$ cat config.mk
export PLATFORM = sky130hd
export DESIGN_NAME = mem_ctrl
export DESIGN_NICKNAME = d
export VERILOG_FILES = /design/src/rtl/mem_ctrl.sv
export SDC_FILE = /design/constraint.sdc
export NUM_CORES = 1
export LEC_CHECK = 0
export ABC_AREA = 1
export ABC_CLOCK_PERIOD_IN_PS = 2700
export BUFFER_PORTS_ARGS = -buffer_cell sky130_fd_sc_hd__clkbuf_2
export CAP_MARGIN = 20
export CORE_ASPECT_RATIO = 0.6
export CORE_MARGIN = 2
export CORE_UTILIZATION = 37
export CTS_BUF_LIST = sky130_fd_sc_hd__clkbuf_4
export DETAILED_ROUTE_END_ITERATION = 10
export GPL_TIMING_DRIVEN = 0
export PLACE_DENSITY = 0.62
export SYNTH_ARGS = -nofsm -noshare
export SYNTH_HDL_FRONTEND = slang
export SYNTH_SLANG_ARGS = --single-unit
$ cat constraint.sdc
create_clock -name clk -period 2.7 [get_ports clk]
set_input_delay 0.54 -clock clk [delete_from_list [all_inputs] [get_ports clk]]
set_output_delay 0.54 -clock clk [all_outputs]
set_load 0.03 [all_outputs]
$ cat src/rtl/mem_ctrl.sv
// Single-port RAM arbiter: MEM byte requests pass straight through with absolute
// priority; IF word fetches are assembled from four little-endian byte reads and
// restarted from byte 0 whenever MEM takes the port mid-fetch.
module mem_ctrl #(
  parameter int unsigned ADDR_W = 32
) (
  input  logic              clk,
  input  logic              rst,
  // instruction fetch side
  input  logic              if_request,
  input  logic [ADDR_W-1:0] if_pc,
  input  logic              if_flush,
  output logic [31:0]       if_inst,
  output logic              if_done,
  // MEM stage side
  input  logic [1:0]        mem_request,
  input  logic [ADDR_W-1:0] mem_addr,
  input  logic [7:0]        mem_ctrl_data_o,
  output logic [7:0]        mem_ctrl_data_i,
  // port owner: 01 IF, 10 MEM, 00 idle
  output logic [1:0]        if_or_mem,
  // RAM side
  output logic [ADDR_W-1:0] ram_a,
  output logic              ram_wr,
  output logic [7:0]        ram_dout,
  input  logic [7:0]        ram_din
);

  typedef enum logic [1:0] {
    StIdle,
    StFetch,
    StHold
  } state_e;

  state_e            state_q, state_d;
  logic [2:0]        cnt_q, cnt_d;
  logic [ADDR_W-1:0] pc_q, pc_d;
  logic [31:0]       word_q, word_d;
  logic [31:0]       inst_q, inst_d;
  logic              done_q, done_d;

  logic              mem_active;
  logic [ADDR_W-1:0] fetch_off;

  // 11 on mem_request is treated as no request for port ownership.
  assign mem_active = (mem_request == 2'b01) || (mem_request == 2'b10);

  // Byte offset saturates at 3: cnt=4 only consumes the byte presented at cnt=3.
  assign fetch_off = (cnt_q >= 3'd3) ? ADDR_W'(3) : ADDR_W'(cnt_q);

  // Read data always flows back to MEM unbuffered.
  assign mem_ctrl_data_i = ram_din;
  assign if_inst         = inst_q;
  assign if_done         = done_q & ~if_flush;

  // State and datapath registers.
  always_ff @(posedge clk or negedge rst) begin
    if (!rst) begin
      state_q <= StIdle;
      cnt_q   <= 3'd0;
      pc_q    <= '0;
      word_q  <= 32'd0;
      inst_q  <= 32'd0;
      done_q  <= 1'b0;
    end else begin
      state_q <= state_d;
      cnt_q   <= cnt_d;
      pc_q    <= pc_d;
      word_q  <= word_d;
      inst_q  <= inst_d;
      done_q  <= done_d;
    end
  end

  // IF fetch FSM: next state, byte capture and word completion.
  always_comb begin
    state_d = state_q;
    cnt_d   = cnt_q;
    pc_d    = pc_q;
    word_d  = word_q;
    inst_d  = inst_q;
    done_d  = 1'b0;

    if (if_flush) begin
      // Flush beats everything, including a simultaneous request.
      state_d = StIdle;
      cnt_d   = 3'd0;
      word_d  = 32'd0;
    end else begin
      unique case (state_q)
        StIdle: begin
          if (if_request && !mem_active) begin
            pc_d    = if_pc;
            state_d = StFetch;
            cnt_d   = 3'd0;
          end
        end
        StFetch: begin
          if (mem_active) begin
            // Preempted: drop partial bytes, restart from byte 0 later.
            state_d = StHold;
            cnt_d   = 3'd0;
            word_d  = 32'd0;
          end else if (cnt_q == 3'd4) begin
            inst_d  = {ram_din, word_q[23:0]};
            done_d  = 1'b1;
            state_d = StIdle;
            cnt_d   = 3'd0;
            word_d  = 32'd0;
          end else begin
            // ram_din holds the byte addressed in the previous cycle.
            case (cnt_q)
              3'd1:    word_d[7:0]   = ram_din;
              3'd2:    word_d[15:8]  = ram_din;
              3'd3:    word_d[23:16] = ram_din;
              default: ;
            endcase
            cnt_d = cnt_q + 3'd1;
          end
        end
        StHold: begin
          if (mem_request == 2'b00) begin
            state_d = StFetch;
            cnt_d   = 3'd0;
          end
        end
        default: begin
          state_d = StIdle;
          cnt_d   = 3'd0;
        end
      endcase
    end
  end

  // RAM port mux: MEM wins combinationally, then an active fetch, else idle.
  always_comb begin
    ram_a     = pc_q;
    ram_wr    = 1'b0;
    ram_dout  = 8'd0;
    if_or_mem = 2'b00;
    if (mem_active) begin
      ram_a     = mem_addr;
      ram_dout  = mem_ctrl_data_o;
      ram_wr    = (mem_request == 2'b10);
      if_or_mem = 2'b10;
    end else if (state_q == StFetch) begin
      ram_a     = pc_q + fetch_off;
      if_or_mem = 2'b01;
    end
  end

endmodule

==> key figures, run 1 <==
Drt
  – Remaining design rule violation count: 0
  – Number of iterations in the first detailed-routing pass: 5
  – Total via count in the routed design: roughly 5.3k
  – Drt first-iter violations: 364
  – Detail Route Antenna Nets: 0
  – Via-per-instance ratio: ~4.8
  – DRT Wirelength: about 17,000 um
  – Average wire per standard cell: 15.3 um

Worst setup path
  – Worst R2R Path Depth: 9
  – Req. time, crit path: about 2.2 ns
  – CP endpoint kind: output pin
  – Worst flop-to-flop path endpoint: word_q[17]$_DFFE_PN0P_
  – Arr. time, crit path: roughly 2.9 ns
  – Kind of critical path: reg -> out
  – Worst r2r src: cnt_q[0]$_DFFE_PN0P_
  – Critical path fanouts, max: 6
  – Worst-case register-to-register setup slack: about 0.83 ns
  – Startpoint types: register

Placement
  – Cell count after placement: ~1.1k
  – Buffers on Ports: 169
  – Placed wire-length estimate: between 10,000 and 15,000 um
  – Dpl ws: -0.523 ns
  – Final weighted congestion in routability-driven placement: roughly 0.9
  – Total cell area at the placement stage: approximately 6700 sq um

Power and ir drop
  – Post-route total power: a little under 5 mW
  – Pwr dens: 650 nW/um^2
  – Worst IR Drop VDD: roughly 0.00026 V
  – P_leak: approximately 3.9 nW

STA
  – Worst Skew: 0.0158 ns
  – Final critical path time including I/O delays and setup: between 3 and 4 ns
  – Worst hold slack across all endpoints: between 0.1 and 0.15 ns
  – Setup TNS after final layout: -19.07 ns
  – Slew @ Worst Pin: approximately 0.75 ns
  – Share of the clock period used by the worst path after layout: 128%
  – Final setup fails: 31
  – Max Transition Viols Final: 0
  – Hold violation total from the final report: 0
  – Final setup margin: -0.756 ns
  – Fmax: between 200 and 300 MHz
  – Setup repair after global routing missed its margin: true
  – Max transition margin: roughly 50%

Global routing
  – Pin count of the biggest net entering global routing: 50
  – Overall fraction of global-route tracks in use: 21.7%
  – Total congestion overflow: 0
  – Antenna violations before repair: 1
  – Number of global-route vias before repair: 4,915
  – Wire length of the first global-routing pass: 26,500 um

Final layout
  – Fraction of layout cells with a size suffix above 1: between 40% and 50%
  – Net count, final: approximately 1,000
  – Antenna diode count: 0
  – P&R area growth vs syn: 38.0%
  – Top library cells by usage in the layout, fill and taps aside: 160 x sky130_fd_sc_hd__nand2_1, 137 x sky130_fd_sc_hd__clkbuf_2, 93 x sky130_fd_sc_hd__dfrtp_1, 86 x sky130_fd_sc_hd__inv_1, 71 x sky130_fd_sc_hd__nor2_1
  – Utilization after layout: a little over half
  – Design Area, Final: 7550 sq um
  – Layout Cells excl Fill: between 1k and 1.5k
  – Most common cell after layout, fill and taps aside: sky130_fd_sc_hd__nand2_1

Yosys
  – Yosys warns: 0
  – Synthesized instance count: 707
  – Number of unique standard cell types used by synthesis: 37
  – Post-synth net total: 804
  – Netlist area before placement: ~5500 sq um
  – Sequential fraction of the synthesis area: between 40% and 50%
  – Synthesis-stage register bit count: 94
  – Mean area per synthesized cell: ~7.7 sq um

Run
  – Number of max-capacitance violations reported: 0

Floorplan
  – Die W: approximately 160 um
  – Total Die Area: around 16,000 sq um
  – Site row count: 34
  – Height of the die: slightly below 100 um
  – Core Footprint: between 10,000 and 15,000 sq um
  – Initial Util: between 30% and 40%
  – I/O pin count: 170

Hold path
  – Worst hold-check path type: in -> async

CTS
  – H-tree levels: 3
  – TritonCTS buffer count: 9
  – Clk sink count: 94
  – Post-CTS Hold Buffers: 0
  – Number of buffers between clock root and the deepest sink: 2
  – Insertion delay of the later-clocked pin in the worst-skew pair: approximately 0.46 ns
  – CTS tree: done
  – Clock edge transition at the registers on the reported setup and hold paths: around 0.17 ns
  – Clock root cell: sky130_fd_sc_hd__clkbuf_4

Status
  – Run status: finished with violations
  – Violations in the final reports: negative setup slack
cells by family (layout without fill, tap and decap cells):
family / Yosys count / after routing / synth area share (%)
DFF: 94 / 94 / 43.0
and+or+nand+nor: 365 / 366 / 28.9
AOI/OAI and AO/OA: 95 / 95 / 11.2
muxes: 10 / 10 / 2.33
buffers and inverters: 127 / 326 / 11.2
xor gates and xnor gates: 4 / 4 / 0.640
adders and majority gates: 11 / 11 / 2.65
other: 1 / 1 / 0.0685
power breakdown:
part / switching (mW) / total [mW] / leakage [nW] / internal (mW)
combinational: 1.32 / 2.17 / 2.68 / 0.851
clock: 0.575 / 0.797 / 0.0785 / 0.222
sequential: 0.290 / 1.95 / 1.17 / 1.66
total: 2.18 / 4.91 / 3.92 / 2.73
layer usage:
layer | vias to the layer above | track usage, % | routed length (um)
met5 | - | 0 | 0
met4 | 0 | 4.12 | 211
met3 | 16 | 6.33 | 1400
met2 | 185 | 28.5 | 6570
met1 | 2476 | 34.7 | 8750
li1 | 2626 | - | -
area by class of cell:
type | count | area (sq um)
tap | 198 | 248
fill | 1409 | 6910
timing repair buffer | 183 | 1290
inverter | 94 | 353
multi-input combinational | 487 | 2900
clock inverter | 7 | 78.8
clock buffer | 9 | 67.6
buffer | 33 | 265
sequential | 94 | 2350
synth_stat cells, drive strengths merged:
| master | instances | area, sq um |
|---|---|---|
| a21oi | 31 | 155 |
| and2 | 3 | 18.8 |
| buf | 28 | 241 |
| clkbuf | 5 | 18.8 |
| clkinv | 1 | 3.75 |
| conb | 1 | 3.75 |
| dfrtp | 94 | 2350 |
| fa | 1 | 20.0 |
| ha | 10 | 125 |
| inv | 93 | 349 |
| mux2 | 10 | 128 |
| nand2 | 204 | 778 |
| nand3 | 56 | 298 |
| nand3b | 1 | 7.51 |
| nand4 | 12 | 75.1 |
| nor2 | 84 | 377 |
| nor3 | 1 | 5.00 |
| o21ai | 62 | 442 |
| o31ai | 1 | 7.51 |
| o32ai | 1 | 8.76 |
| or2 | 4 | 25.0 |
| xnor2 | 3 | 26.3 |
| xor2 | 1 | 8.76 |
critical path: stages (launching register included):
cell	delay, ns
sky130_fd_sc_hd__dfrtp_2	0.48
sky130_fd_sc_hd__inv_2	0.12
sky130_fd_sc_hd__ha_4	0.16
sky130_fd_sc_hd__nor2_1	0.04
sky130_fd_sc_hd__nand2_1	0.10
sky130_fd_sc_hd__ha_4	0.14
sky130_fd_sc_hd__inv_2	0.03
sky130_fd_sc_hd__fa_2	0.36
sky130_fd_sc_hd__inv_2	0.07
sky130_fd_sc_hd__nand3_2	0.08
sky130_fd_sc_hd__nand2_4	0.12
sky130_fd_sc_hd__nand2_8	0.09
sky130_fd_sc_hd__nor2_4	0.20
sky130_fd_sc_hd__nand2_1	0.09
sky130_fd_sc_hd__nand2_1	0.09
sky130_fd_sc_hd__nand3_2	0.07
sky130_fd_sc_hd__nand2_2	0.09
sky130_fd_sc_hd__buf_8	0.12
flip-flops by register name, indices dropped and copies added, names as in the netlist:
register  flops
cnt_q         3
if_inst      32
word_q       24
pc_q         32
state_q       2
done_q        1
how the worst max path moves through the flow:
stage	from	end	slack, ns	cells past startpoint
final	cnt_q[2]$_DFFE_PN0P_	ram_a[10]	-0.76	17
after global routing	cnt_q[1]$_DFFE_PN0P_	ram_a[28]	-0.93	17
after CTS	cnt_q[1]$_DFFE_PN0P_	ram_a[6]	-0.76	16
after detailed placement	cnt_q[1]$_DFFE_PN0P_	ram_a[23]	-0.52	15
after global placement	cnt_q[1]$_DFFE_PN0P_	ram_a[13]	-0.50	13
after floorplan	cnt_q[1]$_DFFE_PN0P_	ram_a[31]	-0.05	14
timing repair:
action,CTS,global route
cloned,1,1
buffers inserted,9,5
resized for setup,108,52
endpoints found under the setup margin,40,40
pin swaps,24,39
Note: power is estimated with default switching activity, not from simulation.
==> run 2, diff against run 1 <==
--- a/config.mk
+++ b/config.mk
@@ -5,7 +5,7 @@
 export SDC_FILE = /design/constraint.sdc
 export NUM_CORES = 1
 export LEC_CHECK = 0
-export ABC_AREA = 1
+export ABC_AREA = 0
 export ABC_CLOCK_PERIOD_IN_PS = 2700
 export BUFFER_PORTS_ARGS = -buffer_cell sky130_fd_sc_hd__clkbuf_2
 export CAP_MARGIN = 20
@@ -15,7 +15,7 @@
 export CTS_BUF_LIST = sky130_fd_sc_hd__clkbuf_4
 export DETAILED_ROUTE_END_ITERATION = 10
 export GPL_TIMING_DRIVEN = 0
-export PLACE_DENSITY = 0.62
+export PLACE_DENSITY = 0.63
 export SYNTH_ARGS = -nofsm -noshare
 export SYNTH_HDL_FRONTEND = slang
 export SYNTH_SLANG_ARGS = --single-unit
==> key figures, run 2 <==
Status
  – Run status: finished with violations
  – Violations in the final reports: negative setup slack

Worst setup path
  – Startpoint types: register
  – Library cell appearing most often on the critical path: sky130_fd_sc_hd__ha_4
  – Cell family with the largest share of critical-path delay: simple AND/OR/NAND/NOR gates
  – CP max stage delay: 0.58 ns (+0.10 ns)
  – Bufs and invs on worst path: 3 (-1)
  – CP endpoint kind: output pin
  – Critical path fanouts, max: 6 (unchanged)
  – Req. time, crit path: 2.16 ns (about the same)
  – CP Cell Sequence: ha_2, ha_4, or3_4, ha_4, inv_2, fa_2, nor2b_1, clkbuf_8, o2111ai_4, or4_4, a31oi_4, buf_8
  – Kind of critical path: reg -> out
  – Cell with the largest stage delay on the worst path: sky130_fd_sc_hd__or4_4
  – Arr. time, crit path: 3.15 ns (+0.23 ns)

Yosys
  – Sequential fraction of the synthesis area: 46.8% (+3.9 points)
  – Synthesized instance count: 489 (-31%)
  – Flip-flop cell with the highest count after synthesis: sky130_fd_sc_hd__dfrtp_1
  – Area contributors post-synth: sky130_fd_sc_hd__dfrtp_1 47%, sky130_fd_sc_hd__mux2_2 14%, sky130_fd_sc_hd__o21ai_0 4.7%, sky130_fd_sc_hd__nand2_1 4.6%, sky130_fd_sc_hd__ha_1 2.5%
  – Share of async-settable or async-resettable flops after synthesis: 100% (unchanged)
  – Post-synth net total: 586 (-27%)
  – Synthesis-stage register bit count: 94 (unchanged)
  – Dominant cell by count in the synthesized netlist: sky130_fd_sc_hd__dfrtp_1
  – Yosys warns: 0 (unchanged)
  – Post-synth top area share: 46.8% (+3.9 points)
  – Number of unique standard cell types used by synthesis: 55 (+49%)
  – Mean area per synthesized cell: 10.3 sq um (+33%)
  – Largest area contributor in the synthesized netlist: sky130_fd_sc_hd__dfrtp_1
  – Netlist area before placement: 5020 sq um (-8.2%)
  – Leading cell types by count after synthesis: 94 x sky130_fd_sc_hd__dfrtp_1, 62 x sky130_fd_sc_hd__mux2_2, 61 x sky130_fd_sc_hd__nand2_1
  – Number of enable flip-flop cells after synthesis: 0 (unchanged)

STA
  – Slew @ Worst Pin: 0.954 ns (+0.200 ns)
  – Worst hold slack across all endpoints: 0.0748 ns (-0.0438 ns)
  – Final critical path time including I/O delays and setup: 3.69 ns (+0.234 ns)
  – Final setup fails: 32 (+3.2%)
  – Max Transition Viols Final: 0 (unchanged)
  – Max transition margin: 36.4% (-13 points)
  – Worst Skew: 0.0270 ns (+0.0112 ns)
  – Fmax: 271 MHz (-6.3%)
  – Hold violation total from the final report: 0 (unchanged)
  – Setup repair after global routing missed its margin: true
  – Final setup margin: -0.990 ns (-0.234 ns)
  – Share of the clock period used by the worst path after layout: 137% (+8.7 points)

CTS
  – H-tree levels: 3 (unchanged)
  – CTS tree: done
  – Clock edge transition at the registers on the reported setup and hold paths: 0.15 ns (-0.02 ns)
  – TritonCTS buffer count: 9 (unchanged)
  – Clock root cell: sky130_fd_sc_hd__clkbuf_4
  – Number of buffers between clock root and the deepest sink: 2 (unchanged)
  – Post-CTS Hold Buffers: 0 (unchanged)
  – Insertion delay of the later-clocked pin in the worst-skew pair: 0.45 ns (about the same)
  – Clk sink count: 94 (unchanged)

Drt
  – DRT Wirelength: 16,200 um (-4.2%)
  – Via-per-instance ratio: 5.39 (+12%)
  – Detail Route Antenna Nets: 0 (unchanged)
  – Remaining design rule violation count: 0 (unchanged)
  – Drt first-iter violations: 306 (-16%)
  – Average wire per standard cell: 18.7 um (+22%)
  – Total via count in the routed design: 4,674 (-12%)
  – Number of iterations in the first detailed-routing pass: 5 (unchanged)

Final layout
  – Utilization after layout: 57.7% (+5.5 points)
  – Antenna diode count: 0 (unchanged)
  – Design Area, Final: 7530 sq um (-0.31%)
  – Fraction of layout cells with a size suffix above 1: 56.4% (+15 points)
  – Most common cell after layout, fill and taps aside: sky130_fd_sc_hd__clkbuf_2
  – Top library cells by usage in the layout, fill and taps aside: 139 x sky130_fd_sc_hd__clkbuf_2, 93 x sky130_fd_sc_hd__dfrtp_1, 62 x sky130_fd_sc_hd__mux2_2, 61 x sky130_fd_sc_hd__nand2_1, 29 x sky130_fd_sc_hd__o21ai_0
  – P&R area growth vs syn: 49.9%
  – Net count, final: 789 (-21%)

Global routing
  – Pin count of the biggest net entering global routing: 60 (+20%)
  – Wire length of the first global-routing pass: 24,900 um (-6.1%)
  – Number of global-route vias before repair: 4,637 (-5.7%)
  – Overall fraction of global-route tracks in use: 22.2% (+0.49 points)
  – Antenna violations before repair: 0 (-1)
  – Total congestion overflow: 0 (unchanged)

Placement
  – Dpl ws: -0.842 ns (-0.320 ns)
  – Buffers on Ports: 168 (-0.59%)
  – Total cell area at the placement stage: 6490 sq um (-3.3%)
  – Final weighted congestion in routability-driven placement: 0.887 (-2.6%)
  – Placed wire-length estimate: 11,900 um (-7.2%)

Power and ir drop
  – Worst IR Drop VDD: 0.000352 V (+36%)
  – Pwr dens: 619 nW/um^2 (-4.9%)
  – P_leak: 3.37 nW (-14%)

Floorplan
  – Site row count: 32 (-5.9%)
  – I/O pin count: 170 (unchanged)
  – Core Footprint: 13,100 sq um (-9.8%)
  – Height of the die: 94.3 um (-4.0%)
  – Die W: 154 um (-4.1%)
  – Total Die Area: 14,600 sq um (-8.0%)
  – Initial Util: 38.5% (+0.64 points)

Hold path
  – Worst hold-check path type: in -> async

Run
  – Number of max-capacitance violations reported: 0 (unchanged)
[run 2: final timing paths]
path                       slack [ns]                  start  cells past startpoint                      to
setup / recovery                -0.99   cnt_q[0]$_DFFE_PN0P_                     12               ram_a[28]
hold / removal                   0.07                    rst                      1    pc_q[18]$_DFFE_PN0P_
setup reg to reg                 0.38   cnt_q[0]$_DFFE_PN0P_                      8  word_q[14]$_DFFE_PN0P_
hold reg to reg                  0.51  word_q[7]$_DFFE_PN0P_                      2   word_q[7]$_DFFE_PN0P_
max in group asynchronous        1.93                    rst                      2   word_q[8]$_DFFE_PN0P_
min in group clk                 0.30               if_pc[8]                      3     pc_q[8]$_DFFE_PN0P_
[run 2: power breakdown]
group,switching (mW),internal (mW),total [mW]
logic,1.06,0.901,1.96
registers,0.342,1.63,1.97
clock network,0.528,0.202,0.730
total,1.93,2.73,4.66
[run 2: area by class of cell]
cell class,instances,area (sq um)
fillers,1149,5520
multi-input cells,347,3200
flip-flops and latches,94,2350
repair buffers,191,1340
plain buffers,39,259
well taps,170,213
clock buffers,9,67.6
clock inverters,7,57.6
inverters,10,37.5
[run 2: kinds of logic (layout without fill, tap and decap cells)]
group | count (synthesis) | in the layout | synth area share [%]
AOI/OAI and AO/OA | 106 | 107 | 13.2
buffers and inverters | 49 | 256 | 4.91
DFF | 94 | 94 | 46.8
other | 1 | 1 | 0.0746
adders and majority gates | 11 | 11 | 2.89
and+or+nand+nor | 156 | 156 | 16.4
muxes | 63 | 63 | 14.1
xor gates and xnor gates | 9 | 9 | 1.57
[run 2: routing by layer]
layer / global-route usage, % / vias up / routed length, um
met1: 32.6 / 2321 / 8000
met3: 4.34 / 18 / 942
met4: 5.17 / 0 / 187
li1: - / 2172 / -
met2: 33.9 / 163 / 7100
met5: 0 / - / 0
[run 2: worst reg2reg max path, stage by stage (launching register included)]
cell,delay [ns]
sky130_fd_sc_hd__dfrtp_1,0.39
sky130_fd_sc_hd__buf_4,0.11
sky130_fd_sc_hd__buf_4,0.12
sky130_fd_sc_hd__inv_1,0.05
sky130_fd_sc_hd__ha_1,0.21
sky130_fd_sc_hd__a211o_1,0.34
sky130_fd_sc_hd__o22ai_1,0.43
sky130_fd_sc_hd__clkbuf_1,0.40
sky130_fd_sc_hd__o21ai_0,0.16
[run 2: per-stage QoR]
stage	TNS, ns	instances	power (mW)
2_1_floorplan	-7.19	489	2.99
3_3_place_gp	-30.70	827	3.42
3_5_place_dp	-25.78	828	3.48
4_1_cts	-30.07	860	4.52
5_1_grt	-28.63	867	4.91
6_report	-24.94	867	4.66
[run 2: what timing repair did]
action	in CTS	in global routing
endpoints found under the setup margin	41	41
resized for setup	113	76
gates cloned	2	0
buffers inserted	14	7
pin swaps	33	27
